==> src/rtl/adding_machine_datapath_if.sv <==
// Control-strobe and memory bus between the adding-machine controller and its datapath.
// The controller side drives strobes and read data; the datapath returns address, data and status.
interface adding_machine_datapath_if #(
    parameter int WORD_W = 8,
    parameter int ADR_W  = 6
);
    logic              rd_mem;
    logic              wr_mem;
    logic              ir_on_adr;
    logic              pc_on_adr;
    logic              ld_ir;
    logic              ld_ac;
    logic              ld_pc;
    logic              inc_pc;
    logic              clr_pc;
    logic              pass_add;
    logic [WORD_W-1:0] mem_rdata;

    logic [1:0]        op_code;
    logic [ADR_W-1:0]  adr;
    logic [WORD_W-1:0] mem_wdata;
    logic [WORD_W-1:0] ac_out;
    logic              carry;
    logic              ac_zero;
    logic              bus_err;

    modport master (
        output rd_mem, wr_mem, ir_on_adr, pc_on_adr, ld_ir, ld_ac, ld_pc,
               inc_pc, clr_pc, pass_add, mem_rdata,
        input  op_code, adr, mem_wdata, ac_out, carry, ac_zero, bus_err
    );

    modport slave (
        input  rd_mem, wr_mem, ir_on_adr, pc_on_adr, ld_ir, ld_ac, ld_pc,
               inc_pc, clr_pc, pass_add, mem_rdata,
        output op_code, adr, mem_wdata, ac_out, carry, ac_zero, bus_err
    );
endinterface

==> src/rtl/adding_machine_datapath.sv <==
// Adding-machine datapath: PC/IR/AC registers, add-or-pass ALU, address mux and a sticky
// illegal-strobe flag. Opcode and status leave purely from registers.
module adding_machine_datapath #(
    parameter int WORD_W = 8,
    parameter int ADR_W  = 6   // must be WORD_W-2: opcode sits in the top two IR bits
) (
    input  logic                     clk,
    input  logic                     reset,
    adding_machine_datapath_if.slave bus
);

    logic [ADR_W-1:0]  pc_q, pc_d;
    logic [WORD_W-1:0] ir_q, ir_d;
    logic [WORD_W-1:0] ac_q, ac_d;
    logic              carry_q, carry_d;
    logic              bus_err_q, bus_err_d;

    logic [WORD_W-1:0] operand;
    logic [WORD_W:0]   sum;
    logic [WORD_W-1:0] result;
    logic              illegal;

    // Immediate adds take the zero-extended IR address field when memory is not being read.
    always_comb begin
        operand = {{(WORD_W-ADR_W){1'b0}}, ir_q[ADR_W-1:0]};
        if (bus.rd_mem) operand = bus.mem_rdata;
        sum    = {1'b0, ac_q} + {1'b0, operand};
        result = bus.pass_add ? operand : sum[WORD_W-1:0];
    end

    assign illegal = (bus.pc_on_adr & bus.ir_on_adr) | (bus.rd_mem & bus.wr_mem);

    always_comb begin
        pc_d      = pc_q;
        ir_d      = ir_q;
        ac_d      = ac_q;
        carry_d   = carry_q;
        bus_err_d = bus_err_q | illegal;

        if (bus.clr_pc)      pc_d = '0;
        else if (bus.ld_pc)  pc_d = ir_q[ADR_W-1:0];
        else if (bus.inc_pc) pc_d = pc_q + ADR_W'(1);

        if (bus.ld_ir) ir_d = bus.mem_rdata;

        if (bus.ld_ac) begin
            ac_d    = result;
            carry_d = bus.pass_add ? 1'b0 : sum[WORD_W];
        end
    end

    always_ff @(posedge clk or negedge reset) begin
        if (!reset) begin
            pc_q      <= '0;
            ir_q      <= '0;
            ac_q      <= '0;
            carry_q   <= 1'b0;
            bus_err_q <= 1'b0;
        end else begin
            pc_q      <= pc_d;
            ir_q      <= ir_d;
            ac_q      <= ac_d;
            carry_q   <= carry_d;
            bus_err_q <= bus_err_d;
        end
    end

    // PC wins the address mux when both selects are (illegally) asserted.
    always_comb begin
        bus.adr = '0;
        if (bus.pc_on_adr)      bus.adr = pc_q;
        else if (bus.ir_on_adr) bus.adr = ir_q[ADR_W-1:0];
    end

    assign bus.op_code   = ir_q[WORD_W-1:WORD_W-2];
    assign bus.mem_wdata = ac_q;
    assign bus.ac_out    = ac_q;
    assign bus.carry     = carry_q;
    assign bus.ac_zero   = (ac_q == '0);
    assign bus.bus_err   = bus_err_q;

endmodule

==> src/flat_wrapper.sv <==
// flat-port wrapper written by rule: the top's interface ports become plain ports
module adding_machine_datapath_flat 
#(
    parameter int WORD_W = 8,
    parameter int ADR_W  = 6                                                          
)
  (clk, reset, bus_rd_mem, bus_wr_mem, bus_ir_on_adr, bus_pc_on_adr, bus_ld_ir, bus_ld_ac, bus_ld_pc, bus_inc_pc, bus_clr_pc, bus_pass_add, bus_mem_rdata, bus_op_code, bus_adr, bus_mem_wdata, bus_ac_out, bus_carry, bus_ac_zero, bus_bus_err);
  adding_machine_datapath_if #(.WORD_W(WORD_W), .ADR_W(ADR_W)) bus_i ();
  input  logic clk;
  input  logic reset;
  input wire logic [$bits(bus_i.rd_mem)-1:0] bus_rd_mem;
  input wire logic [$bits(bus_i.wr_mem)-1:0] bus_wr_mem;
  input wire logic [$bits(bus_i.ir_on_adr)-1:0] bus_ir_on_adr;
  input wire logic [$bits(bus_i.pc_on_adr)-1:0] bus_pc_on_adr;
  input wire logic [$bits(bus_i.ld_ir)-1:0] bus_ld_ir;
  input wire logic [$bits(bus_i.ld_ac)-1:0] bus_ld_ac;
  input wire logic [$bits(bus_i.ld_pc)-1:0] bus_ld_pc;
  input wire logic [$bits(bus_i.inc_pc)-1:0] bus_inc_pc;
  input wire logic [$bits(bus_i.clr_pc)-1:0] bus_clr_pc;
  input wire logic [$bits(bus_i.pass_add)-1:0] bus_pass_add;
  input wire logic [$bits(bus_i.mem_rdata)-1:0] bus_mem_rdata;
  output wire logic [$bits(bus_i.op_code)-1:0] bus_op_code;
  output wire logic [$bits(bus_i.adr)-1:0] bus_adr;
  output wire logic [$bits(bus_i.mem_wdata)-1:0] bus_mem_wdata;
  output wire logic [$bits(bus_i.ac_out)-1:0] bus_ac_out;
  output wire logic [$bits(bus_i.carry)-1:0] bus_carry;
  output wire logic [$bits(bus_i.ac_zero)-1:0] bus_ac_zero;
  output wire logic [$bits(bus_i.bus_err)-1:0] bus_bus_err;
  assign bus_i.rd_mem = bus_rd_mem;
  assign bus_i.wr_mem = bus_wr_mem;
  assign bus_i.ir_on_adr = bus_ir_on_adr;
  assign bus_i.pc_on_adr = bus_pc_on_adr;
  assign bus_i.ld_ir = bus_ld_ir;
  assign bus_i.ld_ac = bus_ld_ac;
  assign bus_i.ld_pc = bus_ld_pc;
  assign bus_i.inc_pc = bus_inc_pc;
  assign bus_i.clr_pc = bus_clr_pc;
  assign bus_i.pass_add = bus_pass_add;
  assign bus_i.mem_rdata = bus_mem_rdata;
  assign bus_op_code = bus_i.op_code;
  assign bus_adr = bus_i.adr;
  assign bus_mem_wdata = bus_i.mem_wdata;
  assign bus_ac_out = bus_i.ac_out;
  assign bus_carry = bus_i.carry;
  assign bus_ac_zero = bus_i.ac_zero;
  assign bus_bus_err = bus_i.bus_err;
  adding_machine_datapath #(.WORD_W(WORD_W), .ADR_W(ADR_W)) u_core (.clk(clk), .reset(reset), .bus(bus_i));
endmodule
==> config.mk <==
export PLATFORM = sky130hd
export DESIGN_NAME = adding_machine_datapath_flat
export DESIGN_NICKNAME = d
export VERILOG_FILES = /design/src/rtl/adding_machine_datapath_if.sv /design/src/rtl/adding_machine_datapath.sv /design/src/flat_wrapper.sv
export SDC_FILE = /design/constraint.sdc
export NUM_CORES = 1
export LEC_CHECK = 0
export BUFFER_PORTS_ARGS = -buffer_cell sky130_fd_sc_hd__buf_2
export CORE_AREA = 10 10 69 76
export DETAILED_ROUTE_END_ITERATION = 12
export DIE_AREA = 0 0 79 86
export PLACE_DENSITY = 0.75
export SKIP_CTS_REPAIR_TIMING = 1
export SYNTH_ARGS = -nofsm -noshare
export SYNTH_HDL_FRONTEND = slang
export SYNTH_SLANG_ARGS = --single-unit
==> constraint.sdc <==
create_clock -name clk -period 2 [get_ports clk]
set_input_delay 0.1 -clock clk [delete_from_list [all_inputs] [get_ports clk]]
set_output_delay 0.1 -clock clk [all_outputs]
set_load 0.03 [all_outputs]
==> summary.txt <==
Worst setup path
  – WP data required: 2.18 ns
  – Worst path max stage delay: 0.39 ns
  – Critical Path Source: u_core.ir_q[0]
  – Critical path arrival: 2.31 ns
  – Worst R2R End: u_core.bus.ac_out[6]
  – Setup CP Type: register to register
  – Worst setup endpoint: u_core.bus.ac_out[6]
  – CP max-delay cell: dfrtp_1
  – Reg-to-reg startpoint: u_core.ir_q[0]
  – Critical path capture point type: register
  – Reg2Reg Setup Slack: -0.13 ns
  – CP Max Fanout: 2
  – CP Launch Type: register
  – Cells along the critical path: mux2_4 -> ha_4 -> inv_2 -> fa_2 -> inv_2 -> a21o_1 -> a41oi_2 -> mux2_4 -> a211oi_2
  – Cells on worst reg2reg path: 9

Pwr
  – Total power density per cell area: 940 nW/um^2
  – Psw: 0.836 mW
  – Switch share: 0.418
  – Int Pwr: 1.16 mW
  – Reg power frac: 0.313
  – Peak supply drop: 605 uV
  – Combinational share of power: 0.521
  – Clk pwr share: 0.166
  – Tot Pwr: 2.00 mW
  – Leakage: 1.02 nW

GRT
  – Largest net degree at the start of global routing: 25
  – Congestion Overflow GR: 0
  – Initial antenna violation count: 0
  – Gr usage total: 0.132
  – Number of global-route vias before repair: 1,529
  – First-pass GRT wire length: 7400 um

Placement
  – Buffers on Ports: 46
  – Worst slack, placed: -0.0819 ns
  – Post-DP HPWL: 3380 um
  – GPL Wtd Cong: 0.805
  – Placed cells: 278

Min path
  – Hold Path Cell Cnt: 2
  – Worst min path class: input pin to register

Timing
  – Fin crit period: 2.13 ns
  – Final setup violation count: 3
  – Worst hold margin: 0.0691 ns
  – Slew Limit Fails: 0
  – Worst Skew: 0.000984 ns
  – Final Worst Setup Slack: -0.125 ns
  – RSZ-0062 raised after global routing: yes
  – Worst Max-Slew Pin Slew: 0.566 ns
  – Max Fclk: 471 MHz
  – Tcrit/Tclk final: 1.06
  – Relative slew slack: 0.623
  – Final Hold Viols: 0

Logic synthesis
  – Syn Nets: 213
  – Cells after Synth: 183
  – Synthesis-stage register bit count: 24
  – Post-synth EDFFs: 0
  – Post-synthesis sequential area ratio: 0.357
  – Synth cell types: 40
  – Mean post-synth cell area: 9.20 sq um
  – Post-synth ARST share: 1.00
  – Warnings from Yosys: 0
  – Main synth FF type: dfrtp_1
  – Mapped Area: 1680 sq um

Route
  – DRT iter0 DRCs: 56
  – WL per Instance: 15.8 um
  – DRT antenna net count: 0
  – Drc violations: 0
  – Post-Route WL: 4490 um
  – Vias post-DR: 1,498
  – Via-to-Cell Ratio: 5.26
  – Drt pass-1 iters: 4

Layout
  – Final Net Count: 266
  – Synthesis-to-finish area growth: 26.3%
  – Area of the multi-input gates: 1020 sq um
  – Ratio of cells with drive above 1 in the final layout: 0.400
  – FILL cells: 356
  – Most frequent cells in the layout: buf_2, dfrtp_1, nor2_1, nand2_1, buf_4
  – Commonest non-fill, non-tap cell in the layout: buf_2
  – Finished Layout Cells: 285
  – Antenna cell count: 0
  – Total area of sequential cells: 602 sq um
  – Final core occ: 0.577

Outcome
  – Outcome: complete, but fails checks
  – Failing checks: setup timing

Flow run
  – Maxcap violations: 0

Floorplanning
  – Effective utilization at floorplan: 0.457
  – Std-Cell Rows: 23
  – Core Region: 3680 sq um
  – Die area: 6790 sq um
  – Die Y: 86 um
  – I/O Pins: 47
  – Die width: 79 um

Clock tree
  – Root Buffer Master: clkbuf_8
  – H-tree lvl count: 1
  – Clock Path Buffers: 2
  – CTS tree: built
  – Num CTS Buffers: 3
  – TritonCTS Sinks: 24
  – Clock-pin transition on the worst setup and hold timing paths: 0.08 ns
  – Clock latency at the later pin of the worst-skew pair: 0.26 ns
[area by class of cell]
| cell class | count | area share |
|---|---|---|
| clock buffer | 4 | 0.0259 |
| inverter | 6 | 0.0106 |
| multi-input combinational | 137 | 0.478 |
| sequential | 24 | 0.283 |
| tap | 50 | 0.0294 |
| timing repair buffer | 64 | 0.173 |
[logic make-up after synthesis]
group                    Yosys count  synth area share
buffers and inverters             22            0.0758
adder cells (fa/ha/maj)           10            0.0788
AO/OA/AOI/OAI                     41             0.159
AND/OR/NAND/NOR                   59             0.160
XOR/XNOR                           7            0.0364
flip-flops                        24             0.357
multiplexers                      20             0.133
[cell usage after synthesis, types with 2 or more instances]
master     number  area, sq um
dfrtp_1        24          601
nor2_1         22         82.6
nand2_1        20         75.1
a21oi_1        13         65.1
mux2_2         13          146
o21ai_0        11         55.1
buf_4          10         75.1
ha_1            9          113
inv_1           6         22.5
xor2_1          5         43.8
clkbuf_1        4         15.0
mux2i_1         4         40.0
a21o_1          3         22.5
nand4_1         3         18.8
a211oi_2        2         25.0
a221o_1         2         20.0
and2_1          2         12.5
mux2_1          2         22.5
nor3_1          2         10.0
nor4b_1         2         17.5
o21ai_1         2         10.0
o2bb2ai_1       2         17.5
or4_1           2         15.0
xnor2_1         2         17.5
[through the flow]
stage	setup TNS, ns	cell area, sq um
2_1_floorplan	-0.0209	1700
6_report	-0.243	2130
5_1_grt	-0.708	2130
3_3_place_gp	-0.0258	2000
3_5_place_dp	-0.129	2000
4_1_cts	-0.213	2060
[flip-flops by register name, summed over array words and instances, names as in the netlist]
| signal | count |
|---|---|
| u_core.ir_q | 8 |
| u_core.pc_q | 6 |
| u_core.bus.bus_err | 1 |
| u_core.bus.ac_out | 8 |
| u_core.bus.carry | 1 |
[worst min path at each step]
stage | start | endpoint | slack (ns)
3_5_place_dp | reset | u_core.pc_q[2] | 0.12
6_report | bus_wr_mem | u_core.bus.bus_err | 0.07
3_3_place_gp | reset | u_core.pc_q[2] | 0.12
4_1_cts | reset | u_core.pc_q[3] | -0.17
2_1_floorplan | reset | u_core.bus.ac_out[0] | -0.20
5_1_grt | bus_wr_mem | u_core.bus.bus_err | 0.07
[power by group through the flow]
stage               clock (mW)  combinational (mW)  sequential (mW)
floorplan                    0               0.617            0.711
global placement             0               0.938            0.631
detailed placement           0               0.947            0.632
CTS                      0.343               0.962            0.624
global route             0.368                1.13            0.634
finish                   0.332                1.04            0.626
[routing by layer]
layer  vias up  share of wire  GRT usage
met2        48           0.51      0.227
met4         0          0.010     0.0489
met1       699           0.41      0.153
met3         4          0.071     0.0313
li1        747              -          -
met5         -              0          0
[critical path: cells and delay by family (launching register included)]
kind / cells / cell delay, ns
mux: 2 / 0.63
fa+ha+maj: 2 / 0.37
flops: 1 / 0.39
buf+inv: 2 / 0.08
compound gates: 3 / 0.56
No activity file was read; power rests on OpenSTA's default activity.
